[src/rtl/processor_pkg.sv]
// ----------------------------------------------------------------------------
// processor_pkg
// Shared definitions for the 3-stage core: register-file geometry and the
// opcode constants the issue stage decodes to decide which operands are read
// and whether the instruction writes a destination register.
// No ports (package).
// ----------------------------------------------------------------------------
package processor_pkg;

    localparam int REG_ADDR_BITS = 3;
    localparam int REG_COUNT     = 8;

    typedef logic [REG_ADDR_BITS-1:0] reg_addr_t;

    // Opcode field encodings used by the issue stage.
    localparam logic [3:0] OP_NOP    = 4'h0;
    localparam logic [3:0] OP_ADD    = 4'h1;
    localparam logic [3:0] OP_SUB    = 4'h2;
    localparam logic [3:0] OP_AND    = 4'h3;
    localparam logic [3:0] OP_OR     = 4'h4;
    localparam logic [3:0] OP_LOADI  = 4'h5;
    localparam logic [3:0] OP_LOAD   = 4'h6;
    localparam logic [3:0] OP_STORE  = 4'h7;
    localparam logic [3:0] OP_BRANCH = 4'h8;
    localparam logic [3:0] OP_CALL   = 4'h9;
    localparam logic [3:0] OP_RET    = 4'hA;

    // True for opcodes that produce a register result (issue_dest_enable).
    function automatic logic op_writes_dest(input logic [3:0] op);
        return (op == OP_ADD) || (op == OP_SUB) || (op == OP_AND) ||
               (op == OP_OR)  || (op == OP_LOADI) || (op == OP_LOAD);
    endfunction

endpackage

[src/rtl/processor_regfile_scoreboard.sv]
// ----------------------------------------------------------------------------
// regfile_scoreboard
// Per-register count of in-flight destination writes. Raises stall when an
// issuing instruction reads a register with an outstanding write (unless that
// write is the only one and lands this very cycle, where the bypass covers it)
// or when its destination counter is saturated. sb_error is sticky until reset.
// Ports:
//   clock, reset                 clock / async active-low reset
//   reg_write_enable/addr        final-stage write (retires one pending write)
//   rd0_addr/use, rd1_addr/use   operand reads of the issuing instruction
//   issue_valid/dest_enable/addr issuing instruction and its destination
//   flush                        clears every counter
//   stall                        issue must hold (combinational)
//   sb_error                     sticky counter underflow/overflow flag
// ----------------------------------------------------------------------------
module regfile_scoreboard
    import processor_pkg::*;
#(
    parameter int PENDING_BITS = 2
) (
    input  logic                     clock,
    input  logic                     reset,
    input  logic                     reg_write_enable,
    input  logic [REG_ADDR_BITS-1:0] reg_write_addr,
    input  logic [REG_ADDR_BITS-1:0] rd0_addr,
    input  logic                     rd0_use,
    input  logic [REG_ADDR_BITS-1:0] rd1_addr,
    input  logic                     rd1_use,
    input  logic                     issue_valid,
    input  logic                     issue_dest_enable,
    input  logic [REG_ADDR_BITS-1:0] issue_dest_addr,
    input  logic                     flush,
    output logic                     stall,
    output logic                     sb_error
);

    localparam logic [PENDING_BITS-1:0] PEND_MAX  = '1;
    localparam logic [PENDING_BITS-1:0] PEND_ZERO = '0;
    localparam logic [PENDING_BITS-1:0] PEND_ONE  = PENDING_BITS'(1);

    logic [PENDING_BITS-1:0] pend [REG_COUNT];
    logic [PENDING_BITS-1:0] pend0, pend1, pend_dest;
    logic                    haz0, haz1, dest_full;
    logic [REG_COUNT-1:0]    inc_vec, dec_vec;

    assign pend0     = pend[rd0_addr];
    assign pend1     = pend[rd1_addr];
    assign pend_dest = pend[issue_dest_addr];

    // A single outstanding write that retires this cycle is forwarded by the
    // bypass mux, so it is not a hazard.
    assign haz0 = rd0_use && (pend0 != PEND_ZERO) &&
                  !((pend0 == PEND_ONE) && reg_write_enable && (reg_write_addr == rd0_addr));
    assign haz1 = rd1_use && (pend1 != PEND_ZERO) &&
                  !((pend1 == PEND_ONE) && reg_write_enable && (reg_write_addr == rd1_addr));
    assign dest_full = issue_dest_enable && (pend_dest == PEND_MAX);

    assign stall = issue_valid && !flush && (haz0 || haz1 || dest_full);

    // NOTE: every signal assigned in always_comb gets a default first so no
    // path leaves it unassigned, which would infer a latch.
    always_comb begin
        inc_vec = '0;
        dec_vec = '0;
        for (int r = 0; r < REG_COUNT; r++) begin
            inc_vec[r] = issue_valid && issue_dest_enable && !stall &&
                         (issue_dest_addr == reg_addr_t'(r));
            dec_vec[r] = reg_write_enable && (reg_write_addr == reg_addr_t'(r));
        end
    end

    // NOTE: sequential state uses non-blocking assignments so every flop
    // samples pre-edge values regardless of statement order.
    always_ff @(posedge clock or negedge reset) begin
        if (!reset) begin
            for (int r = 0; r < REG_COUNT; r++) pend[r] <= PEND_ZERO;
            sb_error <= 1'b0;
        end else if (flush) begin
            for (int r = 0; r < REG_COUNT; r++) pend[r] <= PEND_ZERO;
        end else begin
            for (int r = 0; r < REG_COUNT; r++) begin
                case ({inc_vec[r], dec_vec[r]})
                    2'b10: begin
                        if (pend[r] == PEND_MAX) sb_error <= 1'b1;
                        else                     pend[r]  <= pend[r] + PEND_ONE;
                    end
                    2'b01: begin
                        // Write with no issue record: keep the count at zero.
                        if (pend[r] == PEND_ZERO) sb_error <= 1'b1;
                        else                      pend[r]  <= pend[r] - PEND_ONE;
                    end
                    default: ;  // idle, or issue and retire cancel out
                endcase
            end
        end
    end

endmodule

[src/rtl/processor_regfile.sv]
// ----------------------------------------------------------------------------
// processor_regfile
// 8 x WORD_SIZE general register file with two combinational read ports that
// forward the final-stage write in the same cycle, plus the write-pending
// scoreboard that stalls issue on read-after-write hazards.
// Ports:
//   clock, reset                      clock / async active-low reset
//   reg_write_enable/addr/data        final-stage write port
//   rd0_addr/use/data, rd1_addr/use/data  operand read ports (bypassed)
//   issue_valid/dest_enable/dest_addr issuing instruction
//   flush                             drop all pending writes
//   stall, sb_error                   scoreboard outputs
// ----------------------------------------------------------------------------
module processor_regfile
    import processor_pkg::*;
#(
    parameter int WORD_SIZE    = 18,
    parameter int PENDING_BITS = 2
) (
    input  logic                     clock,
    input  logic                     reset,
    input  logic                     reg_write_enable,
    input  logic [REG_ADDR_BITS-1:0] reg_write_addr,
    input  logic [WORD_SIZE-1:0]     reg_write_data,
    input  logic [REG_ADDR_BITS-1:0] rd0_addr,
    input  logic                     rd0_use,
    output logic [WORD_SIZE-1:0]     rd0_data,
    input  logic [REG_ADDR_BITS-1:0] rd1_addr,
    input  logic                     rd1_use,
    output logic [WORD_SIZE-1:0]     rd1_data,
    input  logic                     issue_valid,
    input  logic                     issue_dest_enable,
    input  logic [REG_ADDR_BITS-1:0] issue_dest_addr,
    input  logic                     flush,
    output logic                     stall,
    output logic                     sb_error
);

    logic [WORD_SIZE-1:0] regs [REG_COUNT];

    // NOTE: the array is small and must read as zero after reset, so it is
    // built from resettable flops rather than a RAM macro.
    always_ff @(posedge clock or negedge reset) begin
        if (!reset) begin
            for (int r = 0; r < REG_COUNT; r++) regs[r] <= '0;
        end else if (reg_write_enable) begin
            regs[reg_write_addr] <= reg_write_data;
        end
    end

    assign rd0_data = (reg_write_enable && (reg_write_addr == rd0_addr)) ? reg_write_data
                                                                         : regs[rd0_addr];
    assign rd1_data = (reg_write_enable && (reg_write_addr == rd1_addr)) ? reg_write_data
                                                                         : regs[rd1_addr];

    regfile_scoreboard #(
        .PENDING_BITS (PENDING_BITS)
    ) u_scoreboard (
        .clock             (clock),
        .reset             (reset),
        .reg_write_enable  (reg_write_enable),
        .reg_write_addr    (reg_write_addr),
        .rd0_addr          (rd0_addr),
        .rd0_use           (rd0_use),
        .rd1_addr          (rd1_addr),
        .rd1_use           (rd1_use),
        .issue_valid       (issue_valid),
        .issue_dest_enable (issue_dest_enable),
        .issue_dest_addr   (issue_dest_addr),
        .flush             (flush),
        .stall             (stall),
        .sb_error          (sb_error)
    );

endmodule
[config.mk]
export PLATFORM = sky130hd
export DESIGN_NAME = processor_regfile
export DESIGN_NICKNAME = d
export VERILOG_FILES = /design/src/rtl/processor_pkg.sv /design/src/rtl/processor_regfile_scoreboard.sv /design/src/rtl/processor_regfile.sv
export SDC_FILE = /design/constraint.sdc
export NUM_CORES = 1
export LEC_CHECK = 0
export BUFFER_PORTS_ARGS = -buffer_cell sky130_fd_sc_hd__buf_2
export CORE_MARGIN = 2
export CORE_UTILIZATION = 60
export DETAILED_ROUTE_END_ITERATION = 10
export PLACE_DENSITY = 0.83
export SLEW_MARGIN = 10
export SYNTH_ARGS = -nofsm -noshare
export SYNTH_HDL_FRONTEND = slang
export SYNTH_SLANG_ARGS = --single-unit
[constraint.sdc]
create_clock -name clock -period 3.8 [get_ports clock]
set_input_delay 0.19 -clock clock [delete_from_list [all_inputs] [get_ports clock]]
set_output_delay 0.19 -clock clock [all_outputs]
set_load 0.005 [all_outputs]
; ---- Yosys cells after proc, flatten, opt, wreduce, memory -nomap -nowiden
; Index checks and enable logic that the tools add are counted.
; W data, S select, Z words.
[word_totals]
reg_bits = 161
input_bits = 38
[classes]
reduce_logical = 66
eq_ne = 59
muxes = 70
bitwise_logic = 4
add_sub_neg = 16
magnitude_cmp = 5
[ops]
columns = cell, count
row1 = $bwmux W144, 1
row2 = $mux W18, 7
row3 = $bmux W18 S3, 2
row4 = $demux W18 S3, 1
row5 = $ne A3 B3 Y1 const B, 16
row6 = $mux W2, 22
row7 = $eq A2 B2 Y1 const B, 17
row8 = $logic_and A1 B1 Y1, 32
row9 = $pmux W2 S2, 8
row10 = $eq A3 B3 Y1 const B, 8
row11 = $reduce_and A3 Y1, 8
row12 = $reduce_bool A3 Y1, 8
row13 = $eq A2 B1 Y1 const B, 10
row14 = $bmux W2 S3, 3
row15 = $mux W1, 17
row16 = $add A2 B1 Y2 const B, 8
row17 = $ge A4 B4 Y1 const B, 4
row18 = $logic_not A2 Y1, 8
row19 = $mux W16, 1
row20 = $not A3 Y4, 4
row21 = $pmux W1 S2, 8
row22 = $sub A2 B1 Y2 const B, 8
row23 = $eq A3 B2 Y1 const B, 4
row24 = $eq A3 B1 Y1 const B, 2
row25 = 6 further kinds, 13

; ---- Longest topological paths before layout
; Gate-level depths: netlist (run 1).
[depth]
ltp_word = 32
depth_mapped = 14
mapped_depth_nobuf = 11

; ---- Modules after synthesis
; From an unflattened synthesis (run 1), not the netlist that was laid out.
[hier_totals]
cells_unflattened = 751
area_unflattened_um2 = 10411.2
[modules_own_cells]
columns = module, area_each_um2, instances, cells_per_inst
row1 = processor_regfile, 8409.3, 1, 504
row2 = regfile_scoreboard, 2001.9, 1, 247

; ---- Worst setup path before layout (run 1)
; No wires, ideal clock.
[synth_timing]
path_kind = reg2reg
startpoint = reg u_scoreboard.pend[15] in the netlist's numbering
endpoint = reg u_scoreboard.sb_error
path_buffers = 2
setup_slack_ns = 1.022
arrival_time_ns = 2.648
setup_ns = 0.130
stages_incl_launch_ff = 13
synth_period_minus_slack_ns = 2.778
cell_sequence = dfrtp_1 buf_2 mux4_2 mux2_4 o2111ai_4 buf_6 nand4b_1 ha_1 or3b_2 o21a_1 o22ai_1 nor4_1 o21bai_1
[synth_between]
elab_chain_cells = 31
word_cells_on_any_way = 81
[synth_rtl]
columns = element, line
row1 = start: declaration, processor_regfile_scoreboard.sv:41  ; logic [PENDING_BITS-1:0] pend [REG_COUNT];
row2 = start signal: indexed assignment, processor_regfile_scoreboard.sv:85  ; else pend[r] <= pend[r] + PEND_ONE;
row3 = start signal: indexed assignment, processor_regfile_scoreboard.sv:90  ; else pend[r] <= pend[r] - PEND_ONE;
row4 = "$bmux W2 S3, on equally long branches", "processor_regfile_scoreboard.sv:46, processor_regfile_scoreboard.sv:47"
row5 = "$mux W2, on equally long branches (2 in series)", "processor_regfile_scoreboard.sv:46, processor_regfile_scoreboard.sv:47"
row6 = "$eq A2 B1 Y1, on equally long branches", "processor_regfile_scoreboard.sv:53, processor_regfile_scoreboard.sv:55"
row7 = "$logic_and A1 B1 Y1, on equally long branches (2 in series)", "processor_regfile_scoreboard.sv:53, processor_regfile_scoreboard.sv:55"
row8 = "$logic_not A1 Y1, on equally long branches", "processor_regfile_scoreboard.sv:53, processor_regfile_scoreboard.sv:55"
row9 = "$logic_and A1 B1 Y1, on equally long branches", "processor_regfile_scoreboard.sv:52, processor_regfile_scoreboard.sv:54"
row10 = $logic_or A1 B1 Y1 (2 in series), processor_regfile_scoreboard.sv:58  ; assign stall = issue_valid && !flush && (haz0 || haz1 || dest_full);
row11 = $logic_and A1 B1 Y1, processor_regfile_scoreboard.sv:58
row12 = (+12 left out), --
row13 = "$mux W1, on equally long branches", "processor_regfile_scoreboard.sv:89, processor_regfile_scoreboard.sv:84"
row14 = $pmux W1 S2, processor_regfile_scoreboard.sv:82  ; case ({inc_vec[r], dec_vec[r]})
row15 = "$mux W1, on equally long branches", "processor_regfile_scoreboard.sv:89, processor_regfile_scoreboard.sv:84"
row16 = $pmux W1 S2, processor_regfile_scoreboard.sv:82
row17 = "$mux W1, on equally long branches", "processor_regfile_scoreboard.sv:89, processor_regfile_scoreboard.sv:84"
row18 = $pmux W1 S2, processor_regfile_scoreboard.sv:82
row19 = "$mux W1, on equally long branches", "processor_regfile_scoreboard.sv:89, processor_regfile_scoreboard.sv:84"
row20 = $pmux W1 S2 (*), processor_regfile_scoreboard.sv:82
row21 = end signal: assignment, processor_regfile_scoreboard.sv:77  ; sb_error <= 1'b0;
row22 = end signal: assignment, processor_regfile_scoreboard.sv:84  ; if (pend[r] == PEND_MAX) sb_error <= 1'b1;
row23 = end signal: assignment, processor_regfile_scoreboard.sv:89  ; if (pend[r] == PEND_ZERO) sb_error <= 1'b1;
row24 = end: declaration, processor_regfile_scoreboard.sv:34  ; output logic sb_error
; Mark *: on every way between the ends. The rest lies on a longest branch, timed or not. The select of a mux whose other input is x is not followed.
; A chain may end at the register's enable or synchronous reset.

; ---- Worst setup path after layout (run 1)
[layout_timing]
startpoint = reg u_scoreboard.pend[0] in the netlist's numbering
endpoint = reg u_scoreboard.sb_error
; Same word-level chain as after synthesis.

==> flow_metrics.py, run 1 <==
metrics = {
    "global_route": {
        "grt-ovfl-total": 0,
        "grt_max_degree": 97,
        "grt_util_met1": 0.398,
        "grtUsageMet3": 0.0590,
        "antenna_found_initial": 0,
        "grt_usage": 0.305,
        "use_met2": 0.507,
        "busiest_layer": "met2",
        "grt_pass1_vias": 7647,
        "grt_first_pass_wirelength_um": 41300,
    },
    "synth": {
        "ys_types": 50,
        "synth.avg_cell_area_um2": 11.1,
        "synth-xor-area-share": 0.00619,
        "muxShareOfSynthArea": 0.327,
        "syn_inst": 891,
        "async_flop_share": 1.00,
        "syn_nets": 946,
        "synth_edf_count": 0,
        "synth_fa_ha_area_frac": 0.0215,
        "synth-simple-area-share": 0.142,
        "netlist_area_um2": 9900,
        "ys.flop_type": "dfrtp_1",
        "synth_compound_area_frac": 0.0550,
        "ys_seq_area_frac": 0.407,
        "synth_top_family_by_area": "multiplexers",
        "ys_warn_count": 0,
        "synth_seq_cells": 161,
    },
    "cells_and_area": {
        "drive_above_1_share": 0.334,
        "final_common_cell": "nand2_1",
        "nets": 986,
        "final_cell_mix": "nand2_1 (177), dfrtp_1 (161), mux2_2 (96)",
        "syn2layout_area_growth_pct": 11.7,
        "antenna_cells": 0,
        "stdcell_count": 1160,
    },
    "setup_path": {
        "cp-end-kind": "register",
        "cp-start-kind": "register",
        "r2r-start": "u_scoreboard.pend[0]",
        "ff2ff_setup_slack_ns": 0.47,
        "reg2reg_to": "u_scoreboard.sb_error",
        "arrival_ns": 3.70,
        "startpoint": "u_scoreboard.pend[0]",
        "critPathCapture": "u_scoreboard.sb_error",
        "critPathRequiredTime_ns": 4.16,
        "crit_fanout": 17,
        "rr_worst_depth": 11,
        "crit_type": "register to register",
    },
    "placed_design": {
        "io_buffer_count": 75,
        "dp.cells": 1127,
        "dp_hpwl_um": 15700,
        "routabilityCongestion": 0.953,
        "place_ws_ns": 0.548,
    },
    "sta": {
        "fin_crit_sh": 0.877,
        "fin_ws_ns": 0.468,
        "finalSetupViolCount": 0,
        "slew_headroom": 0.390,
        "rsz0062_at_grt": "no",
        "fmax_mhz": 300,
        "finClkSkew_ns": 0.00489,
        "tns_ns": 0,
        "whs_ns": 0.0598,
        "final_hold_viol_count": 0,
        "final.min_clock_period_ns": 3.33,
        "worst_pin_slew_ns": 0.914,
        "drv_slew": 0,
    },
    "power_and_ir_drop": {
        "worst_ir_drop_vdd_v": 0.000356,
        "p_comb_frac": 0.226,
        "seqPwrFrac": 0.418,
        "report.power.total_mw": 5.52,
        "leakagePower_nw": 4.86,
        "power_frac_clock": 0.357,
        "p_switching_mw": 1.51,
        "p_int_mw": 4.01,
        "swShare": 0.274,
        "powerDensity_nw_per_um2": 499,
    },
    "clocking": {
        "clk_pin_slew_ns": 0.07,
        "cts_hold_buf": 1,
        "cts.path.max_buffers": 2,
        "cts_buffers": 17,
        "root_buffer": "clkbuf_16",
        "cts-htree-levels": 4,
        "cts.sinks": 161,
        "cts_setup_buffers": 0,
        "cts-resized-gates": 0,
        "cts_tree": "yes",
        "clk_latency_ns": 0.44,
    },
    "routing": {
        "antenna_left": 0,
        "routed_wl_um": 25700,
        "post_drt_wl_per_cell_um": 22.2,
        "first_iter_violations": 735,
        "via_per_inst": 6.48,
        "dr.pass1.iters": 5,
        "vias": 7521,
        "drc": 0,
    },
    "hold_path": {
        "hold_class": "primary input to register",
        "min_from": "reg_write_data[14]",
    },
    "floorplanning": {
        "ios": 76,
        "start_util": 0.619,
        "die_h_um": 132,
        "core_um2": 16000,
        "dieArea_um2": 17500,
        "num_rows": 46,
        "fp.dieW_um": 132,
    },
    "run": {
        "maxCapViolations": 0,
    },
    "outcome": {
        "outcome": "finished clean",
    },
}
[routing by layer]
metal  vias up  part of all wire
met1      3786              0.38
li1       3278                 -
met2       391              0.51
met3        66             0.078
met5         -                 0
met4         0             0.027
[worst min-delay path by stage]
stage                endpoint  slack [ns]  cells after the start
floorplan             regs[0]       -0.11                      0
global route          regs[7]        0.07                      3
global placement    regs[128]        0.35                      1
finish               regs[14]        0.06                      3
detailed placement  regs[128]        0.36                      1
CTS                  regs[77]        0.05                      3
[cells by family after synthesis]
group,after synthesis
buffers and inverters,89
AOI/OAI and AO/OA,91
and+or+nand+nor,314
adders and majority gates,17
xor gates and xnor gates,7
DFF,161
muxes,212
[worst max-delay path, cell delays in order, from the launching register on]
cell and delay [ns]:
dfrtp_1 0.47, mux4_2 0.50, o41ai_1 0.07, a32oi_1 0.18, a32oi_2 0.66, nand4_1 0.19
ha_1 0.30, nand2b_1 0.18, mux2_2 0.27, o22ai_1 0.23, nor4_1 0.09, o21bai_1 0.12
[cells in the mapped netlist (2+ instances only)]
| cell type | number | share of area |
|---|---|---|
| xnor2_1 | 3 | 0.0027 |
| nor3b_1 | 4 | 0.0030 |
| o21ai_0 | 20 | 0.010 |
| xor2_1 | 4 | 0.0035 |
| nand2_1 | 177 | 0.067 |
| clkinv_1 | 3 | 0.0011 |
| dfrtp_1 | 161 | 0.41 |
| and4b_1 | 3 | 0.0030 |
| clkbuf_1 | 47 | 0.018 |
| buf_2 | 10 | 0.0051 |
| buf_4 | 4 | 0.0030 |
| nand4_1 | 5 | 0.0032 |
| nor3_1 | 7 | 0.0035 |
| buf_6 | 6 | 0.0068 |
| inv_1 | 8 | 0.0030 |
| nand3b_1 | 6 | 0.0045 |
| mux2_2 | 96 | 0.11 |
| nor2b_1 | 13 | 0.0082 |
| o41ai_1 | 2 | 0.0018 |
| buf_1 | 11 | 0.0042 |
| mux4_2 | 79 | 0.18 |
| a31oi_1 | 6 | 0.0038 |
| o32ai_1 | 2 | 0.0018 |
| and4_1 | 4 | 0.0035 |
| ha_1 | 17 | 0.021 |
| nand3_1 | 7 | 0.0035 |
| nor2_1 | 58 | 0.022 |
| or2_2 | 2 | 0.0013 |
| o22ai_1 | 5 | 0.0032 |
| a21oi_1 | 46 | 0.023 |
| nand4b_1 | 3 | 0.0027 |
| nand2b_1 | 19 | 0.012 |
| mux2i_1 | 36 | 0.036 |
[stage by stage]
stage                     area, um^2  utilization
final                          11100        0.691
after detailed placement       10400        0.648
after global routing           11100        0.691
after global placement         10400        0.648
after CTS                      11100        0.691
after floorplan                 9900            -
[area by class of cell]
cell class / instances / area, um^2
well taps: 216 / 270
clock buffers: 19 / 443
fillers: 1138 / 4940
clock inverters: 13 / 233
multi-input cells: 641 / 5480
inverters: 11 / 41.3
repair buffers: 99 / 564
flip-flops and latches: 161 / 4030
[power groups by stage]
stage	Clock (mW)	Combinational (mW)	Sequential (mW)
finish	1.97	1.25	2.31
global route	2.04	1.35	2.34
CTS	1.98	1.25	2.29
detailed placement	0	1.23	2.32
global placement	0	1.18	2.28
floorplan	0	0.918	2.22
[flip-flops by register name (all words and copies together), names as in the netlist]
signal / flops
u_scoreboard.pend: 16
u_scoreboard.sb_error: 1
regs: 144
Power figures use the tool's default switching activity.
==> inputs of run 2 (changes only) <==
--- a/config.mk
+++ b/config.mk
@@ -6,6 +6,7 @@
 export NUM_CORES = 1
 export LEC_CHECK = 0
 export BUFFER_PORTS_ARGS = -buffer_cell sky130_fd_sc_hd__buf_2
+export CORE_ASPECT_RATIO = 0.9
 export CORE_MARGIN = 2
 export CORE_UTILIZATION = 60
 export DETAILED_ROUTE_END_ITERATION = 10
==> flow_metrics.py, run 2 (same netlist as run 1, synthesis figures left out) <==
metrics = {
    "outcome": {
        "outcome": "finished clean",
    },
    "cells_and_area": {
        "drive_above_1_share": 0.334,
        "final_common_cell": "nand2_1",
        "finish.instance_area_um2": 11000,
        "reg_top3": "regs x144, u_scoreboard.pend x16, u_scoreboard.sb_error x1",
        "largest_register_ffs": 144,
        "final_cell_mix": "nand2_1 (177), dfrtp_1 (161), mux2_2 (96)",
        "antenna_cells": 0,
        "syn2layout_area_growth_pct": 11.0,
        "fin_util": 0.681,
        "top_register": "regs",
        "fillers": 1131,
        "nets": 986,
    },
    "global_route": {
        "grt-ovfl-total": 0,
        "grt_pass1_vias": 7783,
        "grt_max_degree": 111,
        "grt_usage": 0.310,
        "grt_first_pass_wirelength_um": 41700,
        "antenna_found_initial": 0,
    },
    "power_and_ir_drop": {
        "leakagePower_nw": 4.83,
        "worst_ir_drop_vdd_v": 0.000376,
        "powerDensity_nw_per_um2": 489,
    },
    "floorplanning": {
        "num_rows": 44,
        "die_h_um": 126,
        "fp.dieW_um": 139,
        "start_util": 0.614,
        "dieArea_um2": 17500,
        "core_um2": 16100,
        "ios": 76,
    },
    "setup_path": {
        "cp_cell_sequence": "mux4_2 > mux2_4 > o2111ai_4 > nand4b_1 > ha_1 > or3b_2 > o21a_1 > o22ai_1 > nor4_1 > o21bai_1",
        "critPathRequiredTime_ns": 4.11,
        "max_stage_delay_ns": 0.51,
        "arrival_ns": 3.41,
        "crit_type": "register to register",
        "critPathSlowestCell": "mux4_2",
        "crit_fanout": 17,
        "cp-end-kind": "register",
        "ff2ff_setup_slack_ns": 0.70,
        "rr_worst_depth": 10,
        "cp-start-kind": "register",
    },
    "hold_path": {
        "hold_class": "primary input to register",
        "hold_depth": 3,
    },
    "routing": {
        "drc": 0,
        "first_iter_violations": 837,
        "via_per_inst": 6.55,
        "routed_wl_um": 26200,
        "post_drt_wl_per_cell_um": 22.7,
        "antenna_left": 0,
        "vias": 7537,
        "dr.pass1.iters": 7,
    },
    "clocking": {
        "clk_pin_slew_ns": 0.07,
        "cts_buffers": 17,
        "cts-htree-levels": 4,
        "cts.path.max_buffers": 2,
        "cts_tree": "yes",
        "clk_latency_ns": 0.44,
        "cts.sinks": 161,
        "root_buffer": "clkbuf_16",
    },
    "sta": {
        "worst_pin_slew_ns": 1.03,
        "fin_crit_sh": 0.816,
        "fmax_mhz": 322,
        "finClkSkew_ns": 0.00927,
        "fin_ws_ns": 0.698,
        "rsz0062_at_grt": "no",
        "drv_slew": 0,
        "whs_ns": 0.0595,
        "final_hold_viol_count": 0,
        "finalSetupViolCount": 0,
        "final.min_clock_period_ns": 3.10,
        "tns_ns": 0,
        "slew_headroom": 0.313,
    },
    "placed_design": {
        "place_ws_ns": 0.549,
        "place_area_um2": 10400,
        "dp_hpwl_um": 15400,
        "routabilityCongestion": 0.907,
        "io_buffer_count": 75,
    },
    "run": {
        "maxCapViolations": 0,
    },
}
run 2: critical path: cells and delay by family, from the launching register on:
kind | cells | cell delay [ns]
fa+ha+maj | 1 | 0.29
simple gates | 3 | 0.70
mux | 2 | 0.79
compound gates | 4 | 0.68
flops | 1 | 0.50
run 2: routing by layer:
layer / vias up / wire length [um] / share of wire / global-route usage
met5: - / 0 / 0 / 0
met4: 0 / 1020 / 0.039 / 0.150
met3: 83 / 2020 / 0.077 / 0.0650
met2: 395 / 13100 / 0.50 / 0.509
met1: 3772 / 10100 / 0.38 / 0.397
li1: 3287 / - / - / -
run 2: through the flow:
stage | power, mW | std cells
4_1_cts | 5.38 | 1151
3_5_place_dp | 3.55 | 1118
6_report | 5.38 | 1151
3_3_place_gp | 3.46 | 1118
5_1_grt | 5.60 | 1151
2_1_floorplan | 3.14 | 891
run 2: cell type report:
cell class	count	area, um^2	area share
inverter	11	41.3	0.00376
multi-input combinational	641	5480	0.499
timing repair buffer	99	564	0.0513
tap	207	259	0.0236
clock inverter	14	188	0.0171
sequential	161	4030	0.367
clock buffer	18	429	0.0391
run 2: timing repair:
action                    in CTS  in global routing
hold endpoints to repair     108                  0
resized for setup              0                  0
hold buffers                   1                  0
setup buffers                  0                  0
run 2: final timing paths:
| path | to | from |
|---|---|---|
| worst max-delay path | u_scoreboard.sb_error | u_scoreboard.pend[1] |
| worst min-delay path | regs[44] | reg_write_data[8] |
| worst max register to register | u_scoreboard.sb_error | u_scoreboard.pend[1] |
| worst min register to register | regs[80] | regs[80] |
| max in group asynchronous | u_scoreboard.pend[6] | reset |
| min in group asynchronous | regs[54] | reset |
run 2: where the power goes:
| part | internal, mW | leakage, nW | total, mW | switching [mW] |
|---|---|---|---|---|
| clock network | 1.10 | 0.292 | 1.82 | 0.720 |
| logic | 0.712 | 2.55 | 1.24 | 0.532 |
| registers | 2.04 | 1.99 | 2.32 | 0.275 |
| total | 3.85 | 4.83 | 5.38 | 1.53 |
==> inputs of run 3 (changes only) <==
==> constraint.sdc (replaced) <==
create_clock -name clock -period 3.2 [get_ports clock]
set_input_delay 0.16 -clock clock [delete_from_list [all_inputs] [get_ports clock]]
set_output_delay 0.16 -clock clock [all_outputs]
set_load 0.005 [all_outputs]
==> flow_metrics.py, run 3 (same netlist as run 1, synthesis figures left out) <==
metrics = {
    "sta": {
        "drv_slew": 0,
        "slew_headroom": 0.432,
        "tns_ns": 0,
        "final.min_clock_period_ns": 3.06,
        "worst_pin_slew_ns": 0.848,
        "rsz0062_at_grt": "no",
        "fmax_mhz": 327,
        "fin_crit_sh": 0.955,
        "final_hold_viol_count": 0,
        "whs_ns": 0.0306,
        "finalSetupViolCount": 0,
        "finClkSkew_ns": 0.00735,
        "fin_ws_ns": 0.144,
    },
    "hold_path": {
        "min_from": "reg_write_data[11]",
        "hold_depth": 3,
        "hold_class": "primary input to register",
        "hold_end": "regs[47]",
    },
    "routing": {
        "post_drt_wl_per_cell_um": 22.3,
        "drc": 0,
        "first_iter_violations": 805,
        "via_per_inst": 6.46,
        "vias": 7501,
        "routed_wl_um": 25900,
        "antenna_left": 0,
        "dr.pass1.iters": 7,
    },
    "power_and_ir_drop": {
        "leakagePower_nw": 4.86,
        "seqPwrFrac": 0.444,
        "worst_ir_drop_vdd_v": 0.000449,
        "p_int_mw": 4.36,
        "p_comb_frac": 0.241,
        "powerDensity_nw_per_um2": 559,
        "p_switching_mw": 1.80,
        "swShare": 0.292,
        "power_frac_clock": 0.315,
    },
    "placed_design": {
        "dp_hpwl_um": 15600,
        "routabilityCongestion": 0.920,
        "dp.cells": 1124,
        "io_buffer_count": 75,
        "place_ws_ns": 0.166,
        "place_area_um2": 10400,
    },
    "floorplanning": {
        "fp.dieW_um": 139,
        "num_rows": 44,
        "start_util": 0.614,
        "dieArea_um2": 17500,
        "die_h_um": 126,
        "core_um2": 16100,
        "ios": 76,
    },
    "cells_and_area": {
        "stdcell_count": 1161,
        "drive_above_1_share": 0.343,
        "final_cell_mix": "nand2_1 (177), dfrtp_1 (160), mux2_2 (96)",
        "largest_register_ffs": 144,
        "nets": 995,
        "finish.instance_area_um2": 11000,
        "reg_top3": "regs x144, u_scoreboard.pend x16, u_scoreboard.sb_error x1",
        "top_register": "regs",
        "final_common_cell": "nand2_1",
        "syn2layout_area_growth_pct": 11.3,
    },
    "run": {
        "maxCapViolations": 0,
    },
    "global_route": {
        "grt_first_pass_wirelength_um": 40700,
        "grt_usage": 0.300,
        "antenna_found_initial": 1,
        "grt_max_degree": 66,
        "grt_pass1_vias": 7582,
        "grt-ovfl-total": 0,
    },
    "setup_path": {
        "critPathSlowestCell": "dfrtp_1",
        "crit_type": "register to register",
        "crit_fanout": 9,
        "max_stage_delay_ns": 0.49,
        "arrival_ns": 3.40,
        "cp-start-kind": "register",
        "rr_worst_depth": 11,
        "r2r-start": "u_scoreboard.pend[11]",
        "cp-end-kind": "register",
        "reg2reg_to": "u_scoreboard.sb_error",
        "ff2ff_setup_slack_ns": 0.14,
        "critPathRequiredTime_ns": 3.55,
        "cp_cell_sequence": "mux4_2 > mux2_4 > o2111ai_4 > buf_4 > nand4b_1 > ha_1 > nand2b_1 > mux2_2 > o22ai_1 > nor4_1 > o21bai_1",
    },
    "clocking": {
        "cts_tree": "yes",
        "cts.sinks": 161,
        "cts-htree-levels": 4,
        "root_buffer": "clkbuf_16",
        "cts_buffers": 17,
        "clk_latency_ns": 0.43,
        "clk_pin_slew_ns": 0.07,
        "cts.path.max_buffers": 2,
    },
    "outcome": {
        "outcome": "finished clean",
    },
}
-- run 3: worst max-delay path by stage --
| stage | endpoint | slack, ns | start |
|---|---|---|---|
| after floorplan | u_scoreboard.sb_error | 0.42 | u_scoreboard.pend[15] |
| after global placement | u_scoreboard.sb_error | 0.23 | u_scoreboard.pend[15] |
| after detailed placement | u_scoreboard.sb_error | 0.17 | u_scoreboard.pend[15] |
| after CTS | u_scoreboard.sb_error | 0.13 | u_scoreboard.pend[15] |
| after global routing | u_scoreboard.sb_error | 0.02 | u_scoreboard.pend[2] |
| final | u_scoreboard.sb_error | 0.14 | u_scoreboard.pend[11] |
-- run 3: what timing repair did --
item	in CTS	in global routing
hold buffers	1	0
resized for setup	0	3
endpoints found under the setup margin	0	1
endpoints found under the hold margin	54	0
buffers inserted	0	2
-- run 3: stage by stage --
stage | utilization | power [mW]
finish | 0.683 | 6.17
global placement | 0.646 | 4.11
floorplan | - | 3.73
global route | 0.683 | 6.45
detailed placement | 0.646 | 4.21
CTS | 0.681 | 6.16
-- run 3: power groups by stage --
stage,logic (mW),registers (mW),clock network (mW)
final,1.48,2.74,1.94
after global routing,1.62,2.78,2.04
after CTS,1.48,2.72,1.96
after detailed placement,1.46,2.74,0
after global placement,1.41,2.70,0
after floorplan,1.09,2.64,0
-- run 3: routing by layer --
| layer | track usage | part of all wire |
|---|---|---|
| met1 | 0.409 | 0.41 |
| met2 | 0.501 | 0.50 |
| met3 | 0.0460 | 0.070 |
| met4 | 0.0986 | 0.026 |
| met5 | 0 | 0 |
-- run 3: layout make-up --
cell class              instances  area [um^2]
well taps                     207          259
clock buffers                  18          439
flip-flops and latches        161         4030
inverters                      11         41.3
diodes                          1         2.50
fillers                      1164         5110
repair buffers                107          637
clock inverters                14          114
multi-input cells             642         5500
-- run 3: worst max-delay path: cells and delay by family (launching register included) --
family / cells / cell delay (ns)
adders and majority gates: 1 / 0.26
muxes: 3 / 1.07
and+or+nand+nor: 3 / 0.35
DFF: 1 / 0.49
buffers and inverters: 1 / 0.18
AOI/OAI and AO/OA: 3 / 0.62
